--- src/rtl/short_poly_seq.sv ---
// Ternary coefficient generator: a seeded xorshift stream is mapped to {0,+1,-1}
// and emitted over a valid/ready handshake, P coefficients per run.
module short_poly_seq #(
    parameter int unsigned P            = 757,
    parameter logic [31:0] SEED_DEFAULT = 32'h2545F491
) (
    input  logic        clk,
    input  logic        rst,
    input  logic        start,
    input  logic [31:0] seed,
    input  logic        abort,
    output logic        busy,
    output logic        done,
    output logic [12:0] coef,
    output logic        coef_valid,
    input  logic        coef_ready,
    output logic [9:0]  coef_idx,
    output logic [9:0]  weight
);

    localparam int unsigned SEED_W = 32;
    localparam int unsigned COEF_W = 13;
    localparam int unsigned IDX_W  = 10;
    localparam int unsigned WGT_W  = 10;

    localparam logic [IDX_W-1:0]  LAST_IDX  = IDX_W'(P - 1);
    localparam logic [COEF_W-1:0] COEF_ZERO = '0;
    localparam logic [COEF_W-1:0] COEF_POS  = COEF_W'(1);
    localparam logic [COEF_W-1:0] COEF_NEG  = '1;

    typedef enum logic [1:0] {
        S_IDLE = 2'd0,
        S_RUN  = 2'd1,
        S_DONE = 2'd2
    } state_t;

    state_t              r_state;
    state_t              w_state_nxt;
    logic [SEED_W-1:0]   r_s;
    logic [SEED_W-1:0]   w_s_nxt;
    logic [SEED_W-1:0]   w_s_step;
    logic [COEF_W-1:0]   r_coef;
    logic [COEF_W-1:0]   w_coef_nxt;
    logic                r_coef_valid;
    logic                w_coef_valid_nxt;
    logic [IDX_W-1:0]    r_coef_idx;
    logic [IDX_W-1:0]    w_coef_idx_nxt;
    logic [WGT_W-1:0]    r_weight;
    logic [WGT_W-1:0]    w_weight_nxt;
    logic                r_busy;
    logic                r_done;
    logic                w_xfer;
    logic                w_last;

    // xorshift step: s ^= s>>7; s ^= s<<9; s ^= s>>13
    function automatic logic [SEED_W-1:0] xs_step(input logic [SEED_W-1:0] s);
        logic [SEED_W-1:0] t1;
        logic [SEED_W-1:0] t2;
        t1 = s ^ (s >> 7);
        t2 = t1 ^ (t1 << 9);
        return t2 ^ (t2 >> 13);
    endfunction

    assign w_s_step = xs_step(r_s);
    assign w_xfer   = r_coef_valid & coef_ready;
    assign w_last   = w_xfer && (r_coef_idx == LAST_IDX);

    // State register
    always_ff @(posedge clk) begin
        if (rst) begin
            r_state <= S_IDLE;
        end else begin
            r_state <= w_state_nxt;
        end
    end

    // Next-state and datapath next values
    always_comb begin
        w_state_nxt      = r_state;
        w_s_nxt          = r_s;
        w_coef_nxt       = r_coef;
        w_coef_valid_nxt = r_coef_valid;
        w_coef_idx_nxt   = r_coef_idx;
        w_weight_nxt     = r_weight;

        case (r_state)
            S_IDLE: begin
                w_coef_valid_nxt = 1'b0;
                if (start) begin
                    w_s_nxt        = (seed == '0) ? SEED_DEFAULT : seed;
                    w_coef_idx_nxt = '0;
                    w_weight_nxt   = '0;
                    w_state_nxt    = S_RUN;
                end
            end
            S_RUN: begin
                if (w_xfer) begin
                    if (!w_last) begin
                        w_coef_idx_nxt = r_coef_idx + IDX_W'(1);
                    end
                    if ((r_coef != COEF_ZERO) && (r_weight != '1)) begin
                        w_weight_nxt = r_weight + WGT_W'(1);
                    end
                end
                // Abort and the final transfer both end the run without stepping s
                if (abort || w_last) begin
                    w_coef_valid_nxt = 1'b0;
                    w_state_nxt      = S_DONE;
                end else if (!r_coef_valid || w_xfer) begin
                    w_s_nxt = w_s_step;
                    case (w_s_step[1:0])
                        2'b00: begin
                            w_coef_nxt       = COEF_ZERO;
                            w_coef_valid_nxt = 1'b1;
                        end
                        2'b01: begin
                            w_coef_nxt       = COEF_POS;
                            w_coef_valid_nxt = 1'b1;
                        end
                        2'b10: begin
                            w_coef_nxt       = COEF_NEG;
                            w_coef_valid_nxt = 1'b1;
                        end
                        default: begin
                            w_coef_nxt       = COEF_ZERO;
                            w_coef_valid_nxt = 1'b0;
                        end
                    endcase
                end
            end
            S_DONE: begin
                w_coef_valid_nxt = 1'b0;
                w_state_nxt      = S_IDLE;
            end
            default: begin
                w_coef_valid_nxt = 1'b0;
                w_state_nxt      = S_IDLE;
            end
        endcase
    end

    // Datapath and status registers
    always_ff @(posedge clk) begin
        if (rst) begin
            r_s          <= SEED_DEFAULT;
            r_coef       <= COEF_ZERO;
            r_coef_valid <= 1'b0;
            r_coef_idx   <= '0;
            r_weight     <= '0;
            r_busy       <= 1'b0;
            r_done       <= 1'b0;
        end else begin
            r_s          <= w_s_nxt;
            r_coef       <= w_coef_nxt;
            r_coef_valid <= w_coef_valid_nxt;
            r_coef_idx   <= w_coef_idx_nxt;
            r_weight     <= w_weight_nxt;
            r_busy       <= (w_state_nxt != S_IDLE);
            r_done       <= (w_state_nxt == S_DONE);
        end
    end

    assign busy       = r_busy;
    assign done       = r_done;
    assign coef       = r_coef;
    assign coef_valid = r_coef_valid;
    assign coef_idx   = r_coef_idx;
    assign weight     = r_weight;

endmodule

--- config.mk ---
export PLATFORM = sky130hd
export DESIGN_NAME = short_poly_seq
export DESIGN_NICKNAME = d
export VERILOG_FILES = /design/src/rtl/short_poly_seq.sv
export SDC_FILE = /design/constraint.sdc
export NUM_CORES = 1
export LEC_CHECK = 0
export BUFFER_PORTS_ARGS = -buffer_cell sky130_fd_sc_hd__buf_2
export CAP_MARGIN = 20
export CORE_MARGIN = 8
export CORE_UTILIZATION = 35
export DETAILED_ROUTE_END_ITERATION = 8
export MAX_ROUTING_LAYER = met4
export PLACE_DENSITY = 0.55
export SLEW_MARGIN = 25
export SYNTH_ARGS = -nofsm -noshare
export SYNTH_HDL_FRONTEND = slang
export SYNTH_SLANG_ARGS = --single-unit
export TNS_END_PERCENT = 100
--- constraint.sdc ---
create_clock -name clk -period 5.2 [get_ports clk]
set_clock_uncertainty 0.1 [all_clocks]
set_input_delay 0.78 -clock clk [delete_from_list [all_inputs] [get_ports clk]]
set_output_delay 0.78 -clock clk [all_outputs]
set_load 0.01 [all_outputs]
==> results of run 1 <==
==> worst register-to-register path: stages (launching register included) <==
cell and delay, ns:
dfxtp_1 0.57, nand2b_1 0.84, o21ai_1 0.64, o22ai_1 0.37, o21ai_0 0.11
==> through the flow <==
stage | utilization (%) | hold slack [ns] | cells | setup WS [ns]
final | 41.1 | 0.369 | 619 | 2.45
after global routing | 41.1 | 0.385 | 618 | 2.20
after CTS | 41.1 | 0.367 | 618 | 2.52
after detailed placement | 39.1 | 0.358 | 603 | 2.21
after global placement | 39.1 | 0.356 | 603 | 2.28
after floorplan | - | 0.344 | 425 | 2.90
==> where the power goes <==
part	internal, mW	switching (mW)	total, mW
clock network	0.244	0.186	0.430
logic	0.249	0.269	0.518
registers	0.488	0.0449	0.533
==> sequential cells by signal, summed over array words and instances (netlist names) <==
name,cells
r_s,32
r_state,2
coef_valid,1
done,1
busy,1
coef_idx,10
weight,10
coef,2
==> kinds of logic after synthesis <==
kind of cell | after synthesis | share of synthesized area, %
flip-flops | 59 | 32.5
multiplexers | 3 | 0.825
adder cells (fa/ha/maj) | 5 | 1.72
AND/OR/NAND/NOR | 139 | 19.9
XOR/XNOR | 75 | 20.5
buffers and inverters | 39 | 6.08
AO/OA/AOI/OAI | 105 | 18.5
==> final cells by class <==
class | count | share of cell area (%)
multi-input cells | 327 | 53.3
flip-flops and latches | 59 | 28.1
repair buffers | 76 | 9.28
well taps | 136 | 4.05
clock buffers | 11 | 3.60
clock inverters | 4 | 1.19
inverters | 5 | 0.446
diodes | 1 | 0.0595
==> layer usage <==
metal	up-vias	part of all wire (%)	global-route usage, %
met1	1519	53	20.8
met3	6	5.1	2.88
li1	1615	-	-
met4	0	0.97	5.20
met5	-	0	-
met2	101	41	21.7
==> cell usage in the layout, fill, tap and decap left out, types with 3 or more instances in the layout <==
master | Yosys | layout
buf_4 | 13 | 4
nand4_1 | 7 | 7
a211o_1 | 3 | 3
clkbuf_8 | 0 | 11
a221oi_1 | 4 | 4
and3_1 | 9 | 9
inv_1 | 5 | 5
dfxtp_1 | 59 | 59
nand4b_1 | 3 | 3
o31ai_1 | 5 | 5
ha_1 | 5 | 5
buf_2 | 3 | 72
a211oi_1 | 3 | 3
nand3_1 | 12 | 12
nand2_1 | 32 | 32
mux2i_1 | 3 | 3
nand2b_1 | 4 | 4
xnor2_1 | 49 | 49
nor4_1 | 9 | 9
o21ai_0 | 26 | 25
nor2_1 | 33 | 33
xor2_1 | 19 | 19
a21oi_1 | 31 | 31
nor3_1 | 10 | 10
a32o_1 | 3 | 3
xnor3_1 | 6 | 6
and2_1 | 5 | 5
o22ai_1 | 11 | 11
==> how the worst min path moves through the flow <==
stage / startpoint / endpoint / slack (ns) / cells after the start
global placement: r_s[1]$_SDFFE_PP0P_ / r_s[1]$_SDFFE_PP0P_ / 0.36 / 2
global route: r_s[1]$_SDFFE_PP0P_ / r_s[1]$_SDFFE_PP0P_ / 0.39 / 2
CTS: r_s[1]$_SDFFE_PP0P_ / r_s[1]$_SDFFE_PP0P_ / 0.37 / 2
floorplan: r_s[1]$_SDFFE_PP0P_ / r_s[1]$_SDFFE_PP0P_ / 0.34 / 2
detailed placement: r_s[1]$_SDFFE_PP0P_ / r_s[1]$_SDFFE_PP0P_ / 0.36 / 2
finish: r_s[1]$_SDFFE_PP0P_ / r_s[1]$_SDFFE_PP0P_ / 0.37 / 2
==> flow_summary.json, run 1 <==
{
  "status": "complete, no violations",
  "syn_inst": 425,
  "tightest_slew_ns": 1.04,
  "timing.final.crit_share_pct": 53.0,
  "path_clk_slew_ns": 0.07,
  "slowest_delay_ns": 0.84,
  "wl_per_cell_um": 16.5,
  "num_rows": 37,
  "cp.arrival_ns": 2.85,
  "r2r_slack_ns": 2.45,
  "r2r_end": "r_s[22]$_SDFFE_PP1P_",
  "worstReg2RegStart": "r_state[1]$_SDFF_PP0_",
  "cts_setup_buffers": 0,
  "drt-total-wl_mm": 10.2,
  "ys_ff_latch": 59,
  "slowest_stage": "nand2b_1",
  "first_global_vias": 3399,
  "end_kind": "flop",
  "final_nets": 520,
  "clock.fmax_ghz": 0.363,
  "crit_fanout": 24,
  "hold_viol_final": 0,
  "ios": 73,
  "syn-cell-area_sq_mm": 0.00364,
  "ys_top_cells_by_count": "59 x dfxtp_1, 49 x xnor2_1, 33 x nor2_1",
  "initial_core_util_pct": 35.6,
  "port_buffers": 72,
  "synth_top_area_share_pct": 32.5,
  "ctsResizeCount": 0,
  "synth_area_leaders": "dfxtp_1 32%, xnor2_1 12%, xor2_1 4.6%, a21oi_1 4.3%, xnor3_1 3.7%",
  "synth_nets": 467,
  "synth_most_common_cell": "dfxtp_1",
  "avgSynthCellArea_sq_um": 8.56,
  "gp_congestion": 0.840,
  "htree_levels": 3,
  "fillCellCount": 1075,
  "synth-seq-area-share_pct": 32.5,
  "cp.depth": 4,
  "required_ns": 5.30,
  "die_w_um": 118,
  "final_layout_size_suffix_gt1_share_pct": 21.4,
  "yosysUniqueCellTypes": 56,
  "area_delta_synth_final_pct": 15.5,
  "p_per_area_mw_per_mm2": 352,
  "fp.dieH_um": 118,
  "drt_pass1_iterations": 4,
  "setup_violations": 0,
  "core_area_sq_mm": 0.0102,
  "cts.sinks": 59,
  "async_flop_share_pct": 0,
  "grt_max_degree": 53,
  "tns_ns": 0,
  "maxCapViolations": 0,
  "reg2reg_depth": 4,
  "synth_edf_count": 0,
  "yosys_warnings": 0,
  "clockRootBuffer": "clkbuf_8",
  "grt_pass1_wl_mm": 16.9,
  "critPathTopFamily": "compound AO/OA/AOI/OAI gates",
  "clockBufferDepth": 2,
  "dpl_cell_area_sq_mm": 0.00400,
  "slew_headroom_pct": 30.9,
  "netlist.top_cell.by_area": "dfxtp_1",
  "finalMaxSlewViolations": 0,
  "startpoint": "r_state[1]$_SDFF_PP0_",
  "start_kind": "flop",
  "fin_crit_ns": 2.75,
  "track_usage_pct": 15.1,
  "multi_input_area_sq_mm": 0.00224,
  "dieArea_sq_mm": 0.0139,
  "drt-vias-per-instance": 5.24,
  "drc_errors": 0,
  "drt_iter0_markers": 189,
  "path_buf_inv": 0,
  "postCtsHoldBufs": 0,
  "post-dp-hpwl_mm": 7.57,
  "irDropWorstVdd_v": 0.000140,
  "regArea_sq_mm": 0.00118,
  "gr-total-overflow": 0,
  "clock_latency_ns": 0.33,
  "holdCritPathClass": "reg2reg",
  "cts_made_buffers": 9,
  "p_total_mw": 1.48,
  "crit_type": "reg2reg",
  "ys.flop_type": "dfxtp_1",
  "ant_nets": 0,
  "rsz0062_at_grt": "no",
  "leakagePower_nw": 1.68,
  "antenna_found_initial": 0,
  "cts_tree": "built",
  "vias": 3241,
  "final_cell_area_sq_mm": 0.00421,
  "cp-endpoint": "r_s[22]$_SDFFE_PP1P_",
  "path_cells": "nand2b_1, o21ai_1, o22ai_1, o21ai_0"
}
Power figures use the tool's default switching activity.
==> run 2, diff against run 1 <==
--- a/config.mk
+++ b/config.mk
@@ -11,7 +11,7 @@
 export CORE_UTILIZATION = 35
 export DETAILED_ROUTE_END_ITERATION = 8
 export MAX_ROUTING_LAYER = met4
-export PLACE_DENSITY = 0.55
+export PLACE_DENSITY = 0.57
 export SLEW_MARGIN = 25
 export SYNTH_ARGS = -nofsm -noshare
 export SYNTH_HDL_FRONTEND = slang
==> constraint.sdc (replaced) <==
create_clock -name clk -period 2.4 [get_ports clk]
set_clock_uncertainty 0.1 [all_clocks]
set_input_delay 0.36 -clock clk [delete_from_list [all_inputs] [get_ports clk]]
set_output_delay 0.36 -clock clk [all_outputs]
set_load 0.01 [all_outputs]
==> flow_summary.json, run 2 (synthesis gave the netlist of run 1 again) <==
{
  "initial_core_util_pct": 35.6,
  "largest_reg_flops": 32,
  "clockRootBuffer": "clkbuf_8",
  "gr-total-overflow": 0,
  "holdCritPathClass": "in2reg",
  "antenna_found_initial": 0,
  "post-dp-hpwl_mm": 7.99,
  "ant_nets": 0,
  "drt-vias-per-instance": 5.28,
  "p_per_area_mw_per_mm2": 730,
  "layout_setup_ws_ns": 0.144,
  "start_kind": "flop",
  "grt_max_degree": 48,
  "track_usage_pct": 15.4,
  "maxCapViolations": 0,
  "status": "complete, no violations",
  "first_global_vias": 3289,
  "num_rows": 37,
  "htree_levels": 3,
  "drc_errors": 0,
  "end_kind": "flop",
  "port_buffers": 72,
  "vias": 3340,
  "die_w_um": 118,
  "timing.final.crit_share_pct": 94.0,
  "path_clk_slew_ns": 0.08,
  "fin_crit_ns": 2.26,
  "dpl_cell_area_sq_mm": 0.00412,
  "p_total_mw": 3.14,
  "clock_latency_ns": 0.34,
  "final_cell_area_sq_mm": 0.00431,
  "clock.fmax_ghz": 0.443,
  "r2r_slack_ns": 0.14,
  "cp-endpoint": "r_s[26]$_SDFFE_PP1P_",
  "cts_setup_buffers": 0,
  "cp.arrival_ns": 2.39,
  "slew_headroom_pct": 50.5,
  "leakagePower_nw": 1.74,
  "dp_slack_ns": -0.0330,
  "startpoint": "coef_valid$_SDFFE_PP0P_",
  "final_cell_mix": "72 x buf_2, 59 x dfxtp_1, 49 x xnor2_1",
  "drt_pass1_iterations": 4,
  "fp.dieH_um": 118,
  "setup_violations": 0,
  "tightest_slew_ns": 0.742,
  "rsz0062_at_grt": "no",
  "area_delta_synth_final_pct": 18.4,
  "grt_pass1_wl_mm": 17.2,
  "reg2reg_depth": 6,
  "core_area_sq_mm": 0.0102,
  "hold_viol_final": 0,
  "postCtsHoldBufs": 0,
  "regMostFlops": "r_s",
  "final_layout_size_suffix_gt1_share_pct": 23.7,
  "drt_iter0_markers": 250,
  "ios": 73,
  "diodes": 0,
  "utilization_pct": 42.1,
  "gp_congestion": 0.843,
  "drt-total-wl_mm": 10.4,
  "required_ns": 2.53,
  "irDropWorstVdd_v": 0.000325,
  "wl_per_cell_um": 16.5,
  "cts.sinks": 59,
  "final_nets": 534,
  "crit_type": "reg2reg",
  "clockBufferDepth": 2,
  "worstReg2RegStart": "coef_valid$_SDFFE_PP0P_",
  "cts_made_buffers": 9,
  "crit_fanout": 47,
  "r2r_end": "r_s[26]$_SDFFE_PP1P_",
  "finalMaxSlewViolations": 0,
  "cts_tree": "built",
  "final_common_cell": "buf_2",
  "dieArea_sq_mm": 0.0139
}
-- run 2: worst min-delay path by stage --
stage,start,to,slack [ns],cells after the start
4_1_cts,start,busy$_SDFF_PP0_,0.20,3
5_1_grt,start,busy$_SDFF_PP0_,0.21,3
3_5_place_dp,r_s[1]$_SDFFE_PP0P_,r_s[1]$_SDFFE_PP0P_,0.36,2
6_report,start,busy$_SDFF_PP0_,0.22,3
3_3_place_gp,r_s[1]$_SDFFE_PP0P_,r_s[1]$_SDFFE_PP0P_,0.36,2
2_1_floorplan,r_s[1]$_SDFFE_PP0P_,r_s[1]$_SDFFE_PP0P_,0.34,2
-- run 2: what timing repair did --
| item | 4_1_cts | 5_1_grt |
|---|---|---|
| endpoints found under the setup margin | 1 | 1 |
| resized for setup | 1 | 1 |
| cloned | 0 | 0 |
-- run 2: worst max-delay path: stages (launching register included) --
cell      delay, ns
dfxtp_1        0.41
nand4b_1       0.20
or4_1          0.62
or3b_1         0.24
buf_12         0.22
a221oi_1       0.08
a211o_1        0.27
-- run 2: power by group --
part / switching [mW] / internal [mW] / leakage, nW / total [mW]
clock: 0.427 / 0.400 / 0.0843 / 0.827
sequential: 0.0967 / 1.06 / 0.484 / 1.15
combinational: 0.597 / 0.568 / 1.17 / 1.16
total: 1.12 / 2.02 / 1.74 / 3.14
-- run 2: cell type report --
class | instances | area (sq um)
clock inverter | 6 | 41.3
tap | 136 | 170
clock buffer | 10 | 138
inverter | 5 | 18.8
sequential | 59 | 1180
fill | 1040 | 5920
multi-input combinational | 327 | 2250
timing repair buffer | 90 | 508
-- run 2: per-layer routing --
metal / GRT usage, % / up-vias / share of wire (%)
met2: 22.4 / 125 / 44
met5: - / - / 0
met3: 4.56 / 8 / 7.2
met1: 20.5 / 1567 / 48
met4: 3.20 / 0 / 0.93
li1: - / 1640 / -
-- run 2: metrics by stage --
step           TNS [ns]  std cells  hold slack [ns]
2_1_floorplan         0        425            0.344
3_3_place_gp          0        617            0.356
3_5_place_dp    -0.0330        617            0.361
4_1_cts               0        633            0.199
5_1_grt               0        633            0.214
6_report              0        633            0.219
==> run 3, diff against run 2 <==
--- a/config.mk
+++ b/config.mk
@@ -5,13 +5,14 @@
 export SDC_FILE = /design/constraint.sdc
 export NUM_CORES = 1
 export LEC_CHECK = 0
+export ABC_AREA = 1
 export BUFFER_PORTS_ARGS = -buffer_cell sky130_fd_sc_hd__buf_2
 export CAP_MARGIN = 20
 export CORE_MARGIN = 8
 export CORE_UTILIZATION = 35
 export DETAILED_ROUTE_END_ITERATION = 8
 export MAX_ROUTING_LAYER = met4
-export PLACE_DENSITY = 0.57
+export PLACE_DENSITY = 0.56
 export SLEW_MARGIN = 25
 export SYNTH_ARGS = -nofsm -noshare
 export SYNTH_HDL_FRONTEND = slang
==> flow_summary.json, run 3 <==
{
  "status": "complete, no violations",
  "dieArea_sq_mm": 0.0162,
  "regMostFlops": "r_s",
  "ant_nets": 0,
  "p_total_mw": 3.63,
  "rsz0062_at_grt": "no",
  "hold_viol_final": 0,
  "end_kind": "flop",
  "maxCapViolations": 0,
  "p_per_area_mw_per_mm2": 728,
  "clockRootBuffer": "clkbuf_16",
  "vias": 4638,
  "timing.final.crit_share_pct": 89.0,
  "diodes": 0,
  "crit_type": "reg2reg",
  "drc_errors": 0,
  "cp.arrival_ns": 2.30,
  "syn-cell-area_sq_mm": 0.00434,
  "path_buf_inv": 3,
  "largest_reg_flops": 32,
  "ctsResizeCount": 0,
  "synth_edf_count": 0,
  "slew_headroom_pct": 61.5,
  "yosys_warnings": 0,
  "ios": 73,
  "ys_ff_latch": 59,
  "grt_pass1_wl_mm": 21.7,
  "cts_made_buffers": 9,
  "cts.sinks": 59,
  "crit_fanout": 23,
  "gp_congestion": 0.915,
  "irDropWorstVdd_v": 0.000327,
  "ys.flop_type": "dfxtp_1",
  "start_kind": "flop",
  "syn_inst": 739,
  "setup_violations": 0,
  "slowest_delay_ns": 0.42,
  "die_w_um": 127,
  "critPathTopFamily": "simple AND/OR/NAND/NOR gates",
  "drt_pass1_iterations": 5,
  "slowest_stage": "dfxtp_1",
  "avgSynthCellArea_sq_um": 5.87,
  "holdCritPathClass": "in2reg",
  "clockBufferDepth": 2,
  "synth_most_common_cell": "nand2_1",
  "leakagePower_nw": 2.45,
  "drt-total-wl_mm": 13.4,
  "final_common_cell": "nand2_1",
  "fp.dieH_um": 127,
  "cts_tree": "built",
  "met3_usage_pct": 2.20,
  "required_ns": 2.56,
  "yosysUniqueCellTypes": 34,
  "busiest_layer": "met2",
  "met1_usage_pct": 21.5,
  "postCtsHoldBufs": 0,
  "initial_core_util_pct": 36.0,
  "wl_per_cell_um": 14.0,
  "grt_util_met2_pct": 27.2,
  "finalMaxSlewViolations": 0,
  "num_rows": 40,
  "fin_crit_ns": 2.14,
  "htree_levels": 3,
  "synth_top_area_share_pct": 27.2,
  "track_usage_pct": 17.3,
  "final_nets": 828,
  "final_layout_size_suffix_gt1_share_pct": 13.5,
  "synth_nets": 781,
  "tightest_slew_ns": 0.576,
  "synth-seq-area-share_pct": 27.2,
  "gr-total-overflow": 0,
  "dp_slack_ns": 0.271,
  "clock_latency_ns": 0.33,
  "drt-vias-per-instance": 4.84,
  "antenna_found_initial": 0,
  "clock.fmax_ghz": 0.468,
  "netlist.top_cell.by_area": "dfxtp_1",
  "area_delta_synth_final_pct": 14.9,
  "async_flop_share_pct": 0,
  "ys_top_cells_by_count": "287 x nand2_1, 93 x nor2_1, 59 x dfxtp_1",
  "first_global_vias": 4370,
  "final_cell_mix": "287 x nand2_1, 93 x nor2_1, 72 x buf_2",
  "path_cells": "inv_1, ha_1, inv_1, nor3_1, nand3_1, nand2_2, nand2_4, nand2_4, inv_2, nand2_1, a21oi_1",
  "post-dp-hpwl_mm": 10.4,
  "tns_ns": 0,
  "grt_max_degree": 43,
  "port_buffers": 72,
  "drt_iter0_markers": 284,
  "cts_setup_buffers": 0,
  "path_clk_slew_ns": 0.05,
  "layout_setup_ws_ns": 0.264,
  "core_area_sq_mm": 0.0121,
  "synth_area_leaders": "dfxtp_1 27%, nand2_1 25%, nor2_1 8.0%, nand3_1 6.2%, inv_1 4.9%"
}
run 3: worst reg2reg max path, stage by stage, from the launching register on:
cell     delay [ns]
dfxtp_1        0.42
inv_1          0.10
ha_1           0.20
inv_1          0.05
nor3_1         0.05
nand3_1        0.09
nand2_2        0.09
nand2_4        0.13
nand2_4        0.19
inv_2          0.43
nand2_1        0.10
a21oi_1        0.13
run 3: area by class of cell:
class | count | area [sq um]
well taps | 168 | 210
fillers | 1312 | 7080
repair buffers | 78 | 405
flip-flops and latches | 59 | 1180
clock inverters | 5 | 30.0
clock buffers | 10 | 239
inverters | 60 | 228
multi-input cells | 578 | 2690
run 3: final timing paths:
| path | startpoint | endpoint | slack (ns) | cells after the start |
|---|---|---|---|---|
| setup reg to reg | coef_idx[0]$_SDFFE_PP0P_ | r_s[23]$_SDFFE_PP0P_ | 0.26 | 11 |
| hold reg to reg | coef[0]$_SDFFE_PP0P_ | coef[0]$_SDFFE_PP0P_ | 0.37 | 2 |
| hold / removal | abort | coef_valid$_SDFFE_PP0P_ | 0.26 | 4 |
| setup / recovery | coef_idx[0]$_SDFFE_PP0P_ | r_s[23]$_SDFFE_PP0P_ | 0.26 | 11 |
run 3: per-stage QoR:
step | area [sq um] | std cells | hold WS, ns | utilization (%)
floorplan | 4340 | 739 | 0.370 | -
global placement | 4710 | 943 | 0.367 | 39.1
detailed placement | 4710 | 943 | 0.361 | 39.1
CTS | 4980 | 958 | 0.248 | 41.3
global route | 4980 | 958 | 0.276 | 41.3
finish | 4980 | 958 | 0.256 | 41.3
run 3: power by group:
part / total [mW] / internal (mW) / switching, mW
registers: 1.22 / 1.07 / 0.142
logic: 1.23 / 0.440 / 0.794
clock network: 1.18 / 0.714 / 0.466
total: 3.63 / 2.23 / 1.40
run 3: layer usage:
layer | routed length (um) | vias to the layer above | part of all wire, %
met5 | 0 | - | 0
met4 | 337 | 0 | 2.5
met3 | 704 | 22 | 5.3
met2 | 6270 | 113 | 47
met1 | 6050 | 2120 | 45
li1 | - | 2383 | -
run 3: kinds of logic (layout without fill, tap and decap cells):
group           after synthesis  after routing  synth area share, %
simple gates                458            458                 42.8
xor+xnor                     43             43                 8.68
fa+ha+maj                     5              5                 1.44
compound gates               72             72                 9.06
flops                        59             59                 27.2
buf+inv                     102            153                 10.8
